### config.mk
export PLATFORM = sky130hd
export DESIGN_NAME = phase_controller
export DESIGN_NICKNAME = d
export VERILOG_FILES = /design/src/rtl/phase_controller.sv
export SDC_FILE = /design/constraint.sdc
export NUM_CORES = 1
export LEC_CHECK = 0
export ABC_AREA = 0
export CORE_ASPECT_RATIO = 0.9
export CORE_MARGIN = 10
export CORE_UTILIZATION = 35
export DETAILED_ROUTE_END_ITERATION = 7
export HOLD_SLACK_MARGIN = 0.08
export PLACE_DENSITY = 0.76
export SETUP_SLACK_MARGIN = 0.15
export SLEW_MARGIN = 20
export SYNTH_ARGS = -nofsm -noshare
export SYNTH_HDL_FRONTEND = slang
export SYNTH_SLANG_ARGS = --single-unit
### constraint.sdc
create_clock -name clk_i -period 2.4 [get_ports clk_i]
set_clock_uncertainty 0.2 [all_clocks]
set_input_delay 0.24 -clock clk_i [delete_from_list [all_inputs] [get_ports clk_i]]
set_output_delay 0.24 -clock clk_i [all_outputs]
set_load 0.02 [all_outputs]
### src/rtl/phase_controller.sv
// Five-stage phase sequencer: one-hot stage enables, stall hold, memory-stage skip, stall timeout flag.
// Optional retired-instruction counter enabled by defining PHASE_CTRL_INSTRET_EN.
module phase_controller #(
    parameter int STALL_TIMEOUT = 16,
    parameter int CNT_WIDTH     = 5
) (
    input  logic        clk_i,
    input  logic        rst_i,
    input  logic        run_i,
    input  logic        stall_fetch_i,
    input  logic        stall_decode_i,
    input  logic        stall_execute_i,
    input  logic        stall_memoryaccess_i,
    input  logic        mem_op_de_i,
    output logic        phase_fetch_o,
    output logic        phase_decode_o,
    output logic        phase_execute_o,
    output logic        phase_memoryaccess_o,
    output logic        phase_writeback_o,
    output logic        busy_o,
    output logic        inst_done_o,
    output logic        stall_timeout_o,
    output logic [63:0] instret_o
);

    // state     | meaning
    // S_IDLE    | no instruction in flight
    // S_FETCH   | fetch stage active
    // S_DECODE  | decode stage active
    // S_EXECUTE | execute stage active
    // S_MEMORY  | memory access stage active (loads/stores only)
    // S_WRITEBK | register-file write, always one cycle
    typedef enum logic [2:0] {
        S_IDLE,
        S_FETCH,
        S_DECODE,
        S_EXECUTE,
        S_MEMORY,
        S_WRITEBK
    } state_t;

    localparam logic [CNT_WIDTH-1:0] CNT_MAX     = '1;
    localparam logic [CNT_WIDTH-1:0] CNT_ONE     = CNT_WIDTH'(1);
    localparam logic [CNT_WIDTH-1:0] TIMEOUT_VAL = CNT_WIDTH'(STALL_TIMEOUT);

    state_t               state_q, state_d;
    logic [CNT_WIDTH-1:0] stall_cnt_q, stall_cnt_d;
    logic                 stall_cur;
    logic                 timeout_hit;

    // A stalled cycle is exactly a cycle where the state holds, so the
    // counter only needs the active stall to decide between count and clear.
    always_comb begin
        state_d   = state_q;
        stall_cur = 1'b0;
        case (state_q)
            S_IDLE: begin
                if (run_i) state_d = S_FETCH;
            end
            S_FETCH: begin
                stall_cur = stall_fetch_i;
                if (!stall_fetch_i) state_d = S_DECODE;
            end
            S_DECODE: begin
                stall_cur = stall_decode_i;
                if (!stall_decode_i) state_d = S_EXECUTE;
            end
            S_EXECUTE: begin
                stall_cur = stall_execute_i;
                if (!stall_execute_i) state_d = mem_op_de_i ? S_MEMORY : S_WRITEBK;
            end
            S_MEMORY: begin
                stall_cur = stall_memoryaccess_i;
                if (!stall_memoryaccess_i) state_d = S_WRITEBK;
            end
            S_WRITEBK: begin
                state_d = run_i ? S_FETCH : S_IDLE;
            end
            default: state_d = S_IDLE;
        endcase

        stall_cnt_d = '0;
        if (stall_cur) stall_cnt_d = (stall_cnt_q == CNT_MAX) ? CNT_MAX : stall_cnt_q + CNT_ONE;
        timeout_hit = stall_cur && (stall_cnt_d == TIMEOUT_VAL);
    end

    // Outputs are registered from the next state so they line up with state_q.
    always_ff @(posedge clk_i) begin
        if (rst_i) begin
            state_q              <= S_IDLE;
            stall_cnt_q          <= '0;
            phase_fetch_o        <= 1'b0;
            phase_decode_o       <= 1'b0;
            phase_execute_o      <= 1'b0;
            phase_memoryaccess_o <= 1'b0;
            phase_writeback_o    <= 1'b0;
            busy_o               <= 1'b0;
            inst_done_o          <= 1'b0;
            stall_timeout_o      <= 1'b0;
        end else begin
            state_q              <= state_d;
            stall_cnt_q          <= stall_cnt_d;
            phase_fetch_o        <= (state_d == S_FETCH);
            phase_decode_o       <= (state_d == S_DECODE);
            phase_execute_o      <= (state_d == S_EXECUTE);
            phase_memoryaccess_o <= (state_d == S_MEMORY);
            phase_writeback_o    <= (state_d == S_WRITEBK);
            busy_o               <= (state_d != S_IDLE);
            inst_done_o          <= (state_d == S_WRITEBK);
            stall_timeout_o      <= stall_timeout_o | timeout_hit;
        end
    end

`ifdef PHASE_CTRL_INSTRET_EN
    logic [63:0] instret_q;

    always_ff @(posedge clk_i) begin
        if (rst_i) begin
            instret_q <= 64'd0;
        end else if (state_q == S_WRITEBK) begin
            instret_q <= instret_q + 64'd1;
        end
    end

    assign instret_o = instret_q;
`else
    assign instret_o = 64'd0;
`endif

endmodule

# After elaboration in Yosys (flattened, before gate mapping)
# Index checks and enable logic that the tools add are counted.
# totals
ff_bits	15
latch_bits	0
ramBits	0
romBits	0
input_bits	8
out_inout_bits	72
wordCells	37
memories	0
# op_classes
n_addsub	1
mul	0
div	0
magnitude_cmp	0
n_eq_ne	12
shift	0
n_mux	11
n_bitwise	1
n_reduce_logical	3
# ops
operator	n
$pmux W3 S6	1
$mux W3	5
$eq A3 B2 Y1 const B	4
$eq A3 B3 Y1 const B	4
$eq A5 B5 Y1 const B	2
$mux W5	2
$eq A3 B1 Y1 const B	2
$add A5 B1 Y5 const B	1
$pmux W1 S4	1
$logic_not A3 Y1	1
$reduce_bool A3 Y1	1
$mux W1	2
$logic_and A1 B1 Y1	1
$or A1 B1 Y1	1

# Logic depth before layout (Yosys ltp)
# Gate-level depths: netlist of the first run.
# depth
word_depth	6
ltp_mapped	5
depth_no_buf	5

# Least setup slack after synthesis of the first run
# No wires, ideal clock.
# synth_path
path_type	flip-flop to flip-flop
from	reg state_q[1]
to	reg stall_cnt_q[4]
arrival_time_ps	1123
required_time_ps	2082
slack_ps	959
path_stages_with_launch	5
n_path_buf	0
cell_sequence	dfxtp_1 mux2_1 a221oi_2 or2_4 nor2_1
# synth_via
elab_chain_len	3
# synth_rtl
item	line_no	source
start: declaration	46	state_t state_q, state_d;
start signal: assignment	101	state_q <= state_d;
$eq A3 B3 Y1, or another cell as far along	56	case (state_q)
$pmux W1 S4 (*)	56	
$mux W5 (*)	83	if (stall_cur) stall_cnt_d = (stall_cnt_q == CNT_MAX) ? CNT_MAX : stall_cnt_q + CNT_ONE;
end signal: assignment	102	stall_cnt_q <= stall_cnt_d;
end: declaration	47	logic [CNT_WIDTH-1:0] stall_cnt_q, stall_cnt_d;
# Every way passes the cells marked *; elsewhere a longest branch is shown, timed or not.
# A chain may end at the register's enable or synchronous reset.

# Final worst setup path of the first run
# layout_path
from	reg state_q[1]
to	reg stall_cnt_q[0]
# Same word-level chain as after synthesis.

==> flow_summary.ini, run 1 <==
[outcome]
status = finished, final reports clean

[cells_and_area]
stdcell_count = 196
final_cell_mix = conb_1 (64), dfxtp_1 (15), clkdlybuf4s50_1 (15)
syn_to_final_growth_pct = -1.05
final_common_cell = conb_1
drive_gt1_share_pct = 7.89
final.fill_count = 369
stdcell_area_um2 = 1180
antenna_cells = 0
nets = 162

[logic_synthesis]
synth_largest_area_cell = buf_4
yosysTopAreaCellShare_pct = 41.7
seq_area_frac_synth_pct = 25.3
syn_area_per_cell_um2 = 8.68
synthCells = 137
ys_warn_count = 0
synth_cell_types = 35
synth_area_leaders = buf_4 (42%), dfxtp_1 (25%), nor2_1 (3.2%), a21oi_1 (2.1%), nor4_4 (1.8%)
syn_area_um2 = 1190
ys_ff_latch = 15

[sta]
finalSetupViolations = 0
period_share_pct = 74.0
fin_crit_ps = 1780
slew_violations = 0
fmax_mhz = 563
hold_slack_ps = 266
postLayoutSetupSlackWorst_ps = 624
hold_viol_final = 0
rsz0062_at_grt = false
fin_setup_tns_ps = 0

[floorplan]
ios = 80
die_h_um = 75.3
initial_core_util_pct = 35.7
core_area_um2 = 3330
die-width_um = 81.4
dieArea_um2 = 6130
rows = 20

[cts]
cts_sinks = 15
clk_latency_ps = 240
cts_buffer_depth = 2
cts-root-buf = clkbuf_8
cts_tree = done
htreeDepth = 1
ctsResizeCount = 0
path_clk_slew_ps = 60
holdBufCountCts = 0
cts_buffers = 3
cts_setup_buffers = 0

[critical_path]
cp-end-kind = flop
critical_path.max_fanout = 13
crit_arrival_ps = 1700
r2r_slack_ps = 620
startpoint = state_q[1]
critPathKind = reg2reg
crit_required_ps = 2320
crit_chain = mux2_1 > a221oi_2 > or2_4 > a21oi_1
r2r-start = state_q[1]
critPathLaunchType = flop
critPathSlowestCell = dfxtp_1
slowest_delay_ps = 570

[placed_design]
port_buffers = 15
post-place-ws_ps = 534
routabilityCongestion = 0.722
dpl.cell_count = 192
dp_hpwl_mm = 1.97
place_area_um2 = 1130

[drt]
ant_nets = 0
postRouteWirelength_mm = 2.24
wl_per_cell_um = 11.4
drc = 0
drtIter0Drc = 11
firstDrtPassIters = 4
via_per_inst = 3.54
vias = 694

[run]
drv_cap = 0

[min_path]
hold_start = stall_timeout_o
hp-class = reg2reg

[global_route]
grt_max_degree = 14
globalRouteOverflowTotal = 0
antenna_found_initial = 0
grt_pass1_vias = 670
grt_pass1_wl_mm = 3.02
track_usage_pct = 6.18

[power_and_ir_drop]
power_density_nw_per_um2 = 555
ir_drop_uv = 366
leakagePower_uw = 0.000542
[registers in the layout (all words and copies together), names as in the netlist]
signal / count
phase_fetch_o: 1
phase_execute_o: 1
busy_o: 1
stall_timeout_o: 1
state_q: 3
phase_decode_o: 1
phase_memoryaccess_o: 1
inst_done_o: 1
stall_cnt_q: 5
[cells in the mapped netlist]
master,n
a21boi_0,1
a21oi_1,5
a221oi_2,1
a31oi_1,2
a41o_1,1
and2_1,3
and2b_4,1
and3b_1,1
and4bb_1,1
buf_4,66
clkbuf_1,1
conb_1,1
dfxtp_1,15
ha_1,1
inv_1,4
inv_2,1
mux2_1,1
nand2_1,1
nand2b_1,1
nand3b_1,2
nand4_1,2
nor2_1,10
nor2b_1,3
nor3_2,1
nor4_4,1
o211ai_1,1
o211ai_2,1
o21a_1,1
o21ai_1,1
o21ai_2,1
o221ai_1,1
o2bb2ai_1,1
o311a_4,1
or2_4,1
xnor2_1,1
[critical path: cells and delay by family, from the launching register on]
kind             cells  cell delay, ps
multiplexers         1             380
flip-flops           1             570
AO/OA/AOI/OAI        2             320
AND/OR/NAND/NOR      1             180
[area by class of cell]
class	count	area, µm²	share of cell area [%]
clock buffer	4	45.0	3.83
inverter	5	18.8	1.60
multi-input combinational	113	607	51.6
sequential	15	300	25.5
tap	44	55.1	4.68
timing repair buffer	15	150	12.8
[report_power, final]
part	switching [µW]	internal [µW]
sequential	11.4	261
combinational	135	49.2
clock	79.4	117
total	226	427
[final timing paths]
check                          to  depth (start not counted)
setup / recovery   stall_cnt_q[0]                          4
hold reg to reg   stall_timeout_o                          1
hold / removal    stall_timeout_o                          1
setup reg to reg   stall_cnt_q[0]                          4
[routing by layer]
| metal | GRT usage, % | share of wire (%) | wire, µm |
|---|---|---|---|
| met1 | 6.21 | 38 | 845 |
| met2 | 11.0 | 51 | 1150 |
| met3 | 3.58 | 11 | 239 |
| met4 | 1.15 | 0.22 | 5 |
| met5 | 0 | 0 | 0 |
[kinds of logic (layout without fill, tap and decap cells)]
logic type | after synthesis | in the layout | synth area share [%]
AO/OA/AOI/OAI | 18 | 18 | 12.6
XOR/XNOR | 1 | 1 | 0.737
adder cells (fa/ha/maj) | 1 | 1 | 1.05
buffers and inverters | 72 | 24 | 43.6
flip-flops | 15 | 15 | 25.3
multiplexers | 1 | 1 | 0.947
other | 1 | 64 | 0.315
AND/OR/NAND/NOR | 28 | 28 | 15.5
[metrics by stage]
stage	util (%)	power, µW
6_report	35.3	653
5_1_grt	35.3	687
4_1_cts	35.3	655
3_5_place_dp	34.0	458
3_3_place_gp	34.0	456
2_1_floorplan	-	501
No activity file was read; power rests on OpenSTA's default activity.
==> inputs of run 2 (changes only) <==
CORE_UTILIZATION = 32   (was 35)
PLACE_DENSITY = 0.73   (was 0.76)
clock period = 1.6 ns   (was 2.4 ns; I/O delays follow)
==> run 2 against run 1 <==
Compared with the run above:
- critical path depth unchanged
- total power up 55%
- via count up 6.9%
- flip-flop and latch count unchanged
- setup slack worse by 530 ps
- wire length up 13%
- final cell count up 5.1%
- maximum frequency up 18%
- sequential share of layout area down 1.9 points
- count of clock-buffer cells in the layout unchanged
- non-clock buffer count up 10
- clock power up 50%
- largest cell class unchanged
==> flow_summary.ini, run 2 (synthesis gave the netlist of run 1 again) <==
[outcome]
status = finished, final reports clean

[cells_and_area]
syn_to_final_growth_pct = 10.0
regArea_um2 = 309
antenna_cells = 0
largest_register_ff_count = 5
final_cell_mix = conb_1 (64), dfxtp_1 (12), nor2_1 (9), buf_4 (9), dlygate4sd2_1 (8)
largest_register = stall_cnt_q
final.fill_count = 378
nets = 172
stdcell_area_um2 = 1310
multi_input_area_um2 = 661
final_common_cell = conb_1
drive_gt1_share_pct = 22.2
reg.largest.list = stall_cnt_q (5), state_q (3)

[global_route]
antenna_found_initial = 0
grt_max_degree = 9
grt_pass1_vias = 813
track_usage_pct = 6.78
globalRouteOverflowTotal = 0
grt_pass1_wl_mm = 3.80

[drt]
postRouteWirelength_mm = 2.52
via_per_inst = 3.60
vias = 742
drc = 0
ant_nets = 0
wl_per_cell_um = 12.2
firstDrtPassIters = 4
drtIter0Drc = 16

[sta]
fmax_mhz = 666
hold_viol_final = 0
rsz0062_at_grt = true
period_share_pct = 93.9
fin_crit_ps = 1500
slew_violations = 0
finalSetupViolations = 0
postLayoutSetupSlackWorst_ps = 97.5

[floorplan]
die-width_um = 84.2
dieArea_um2 = 6560
ios = 80
core_area_um2 = 3480
die_h_um = 77.8
rows = 20
initial_core_util_pct = 34.2

[power_and_ir_drop]
p_switching_uw = 355
seq_power_share_pct = 39.7
ir_drop_uv = 551
power_density_nw_per_um2 = 774
power.share.switching_pct = 35.1
combPwrFrac_pct = 31.1
intPower_uw = 657
leakagePower_uw = 0.000636
p_clk_share_pct = 29.2

[placed_design]
dp_hpwl_mm = 2.04
routabilityCongestion = 0.723
place_area_um2 = 1200
post-place-ws_ps = -149
port_buffers = 15

[critical_path]
crit_required_ps = 1530
crit_arrival_ps = 1430
critPathKind = reg2reg
critical_path.max_fanout = 5
critPathLaunchType = flop
cp-end-kind = flop

[cts]
cts_tree = done
clk_latency_ps = 240
holdBufCountCts = 0
cts_buffers = 3
cts_sinks = 15
htreeDepth = 1
path_clk_slew_ps = 60
cts_buffer_depth = 2
cts-root-buf = clkbuf_8

[run]
drv_cap = 0

[min_path]
hp-class = reg2reg
==> run 2: power groups by stage <==
| stage | Combinational [µW] | Clock, µW | Sequential [µW] |
|---|---|---|---|
| after floorplan | 329 | 0 | 423 |
| after global placement | 292 | 0 | 410 |
| after detailed placement | 292 | 0 | 410 |
| after CTS | 290 | 312 | 403 |
| after global routing | 341 | 323 | 404 |
| final | 315 | 295 | 402 |
==> run 2: critical path, stage by stage, from the launching register on <==
cell	delay, ps
dfxtp_4	360
mux2_4	310
a221oi_4	280
or2_4	200
nor2_1	40
==> run 2: path summary, 6_finish.rpt <==
| kind | startpoint | endpoint | slack [ps] | cells past startpoint |
|---|---|---|---|---|
| max reg2reg | state_q[1] | stall_cnt_q[4] | 100 | 4 |
| min reg2reg | stall_timeout_o | stall_timeout_o | 270 | 1 |
| max | state_q[1] | stall_cnt_q[4] | 100 | 4 |
| min | stall_timeout_o | stall_timeout_o | 270 | 1 |
==> run 2: through the flow <==
| step | util, % | hold slack, ps | power (µW) | std cells | TNS, ps |
|---|---|---|---|---|---|
| 2_1_floorplan | - | 31.0 | 751 | 200 | 0 |
| 3_3_place_gp | 34.5 | 257 | 701 | 201 | -700 |
| 3_5_place_dp | 34.5 | 261 | 703 | 201 | -1030 |
| 4_1_cts | 36.0 | 271 | 1010 | 205 | 0 |
| 5_1_grt | 37.6 | 287 | 1070 | 206 | 0 |
| 6_report | 37.6 | 267 | 1010 | 206 | 0 |
==> run 2: routing by layer <==
| metal | up-vias | track usage (%) | wire length, µm |
|---|---|---|---|
| met1 | 330 | 6.58 | 864 |
| met5 | - | 0 | 0 |
| met4 | 0 | 1.51 | 17 |
| met3 | 2 | 4.59 | 299 |
| li1 | 369 | - | - |
| met2 | 41 | 11.7 | 1340 |
==> run 2: layout make-up <==
| type | instances | area share (%) |
|---|---|---|
| Multi-Input combinational cell | 113 | 50.5 |
| Sequential cell | 15 | 23.6 |
| Timing Repair Buffer | 25 | 16.7 |
| Tap cell | 44 | 4.21 |
| Clock buffer | 4 | 3.44 |
| Inverter | 5 | 1.44 |
==> run 2: what timing repair did <==
item / CTS / global route
endpoints found under the setup margin: 18 / 11
gates resized for setup: 15 / 12
endpoints found under the hold margin: 0 / 0
pin swaps: 4 / 8
setup buffers: 0 / 1
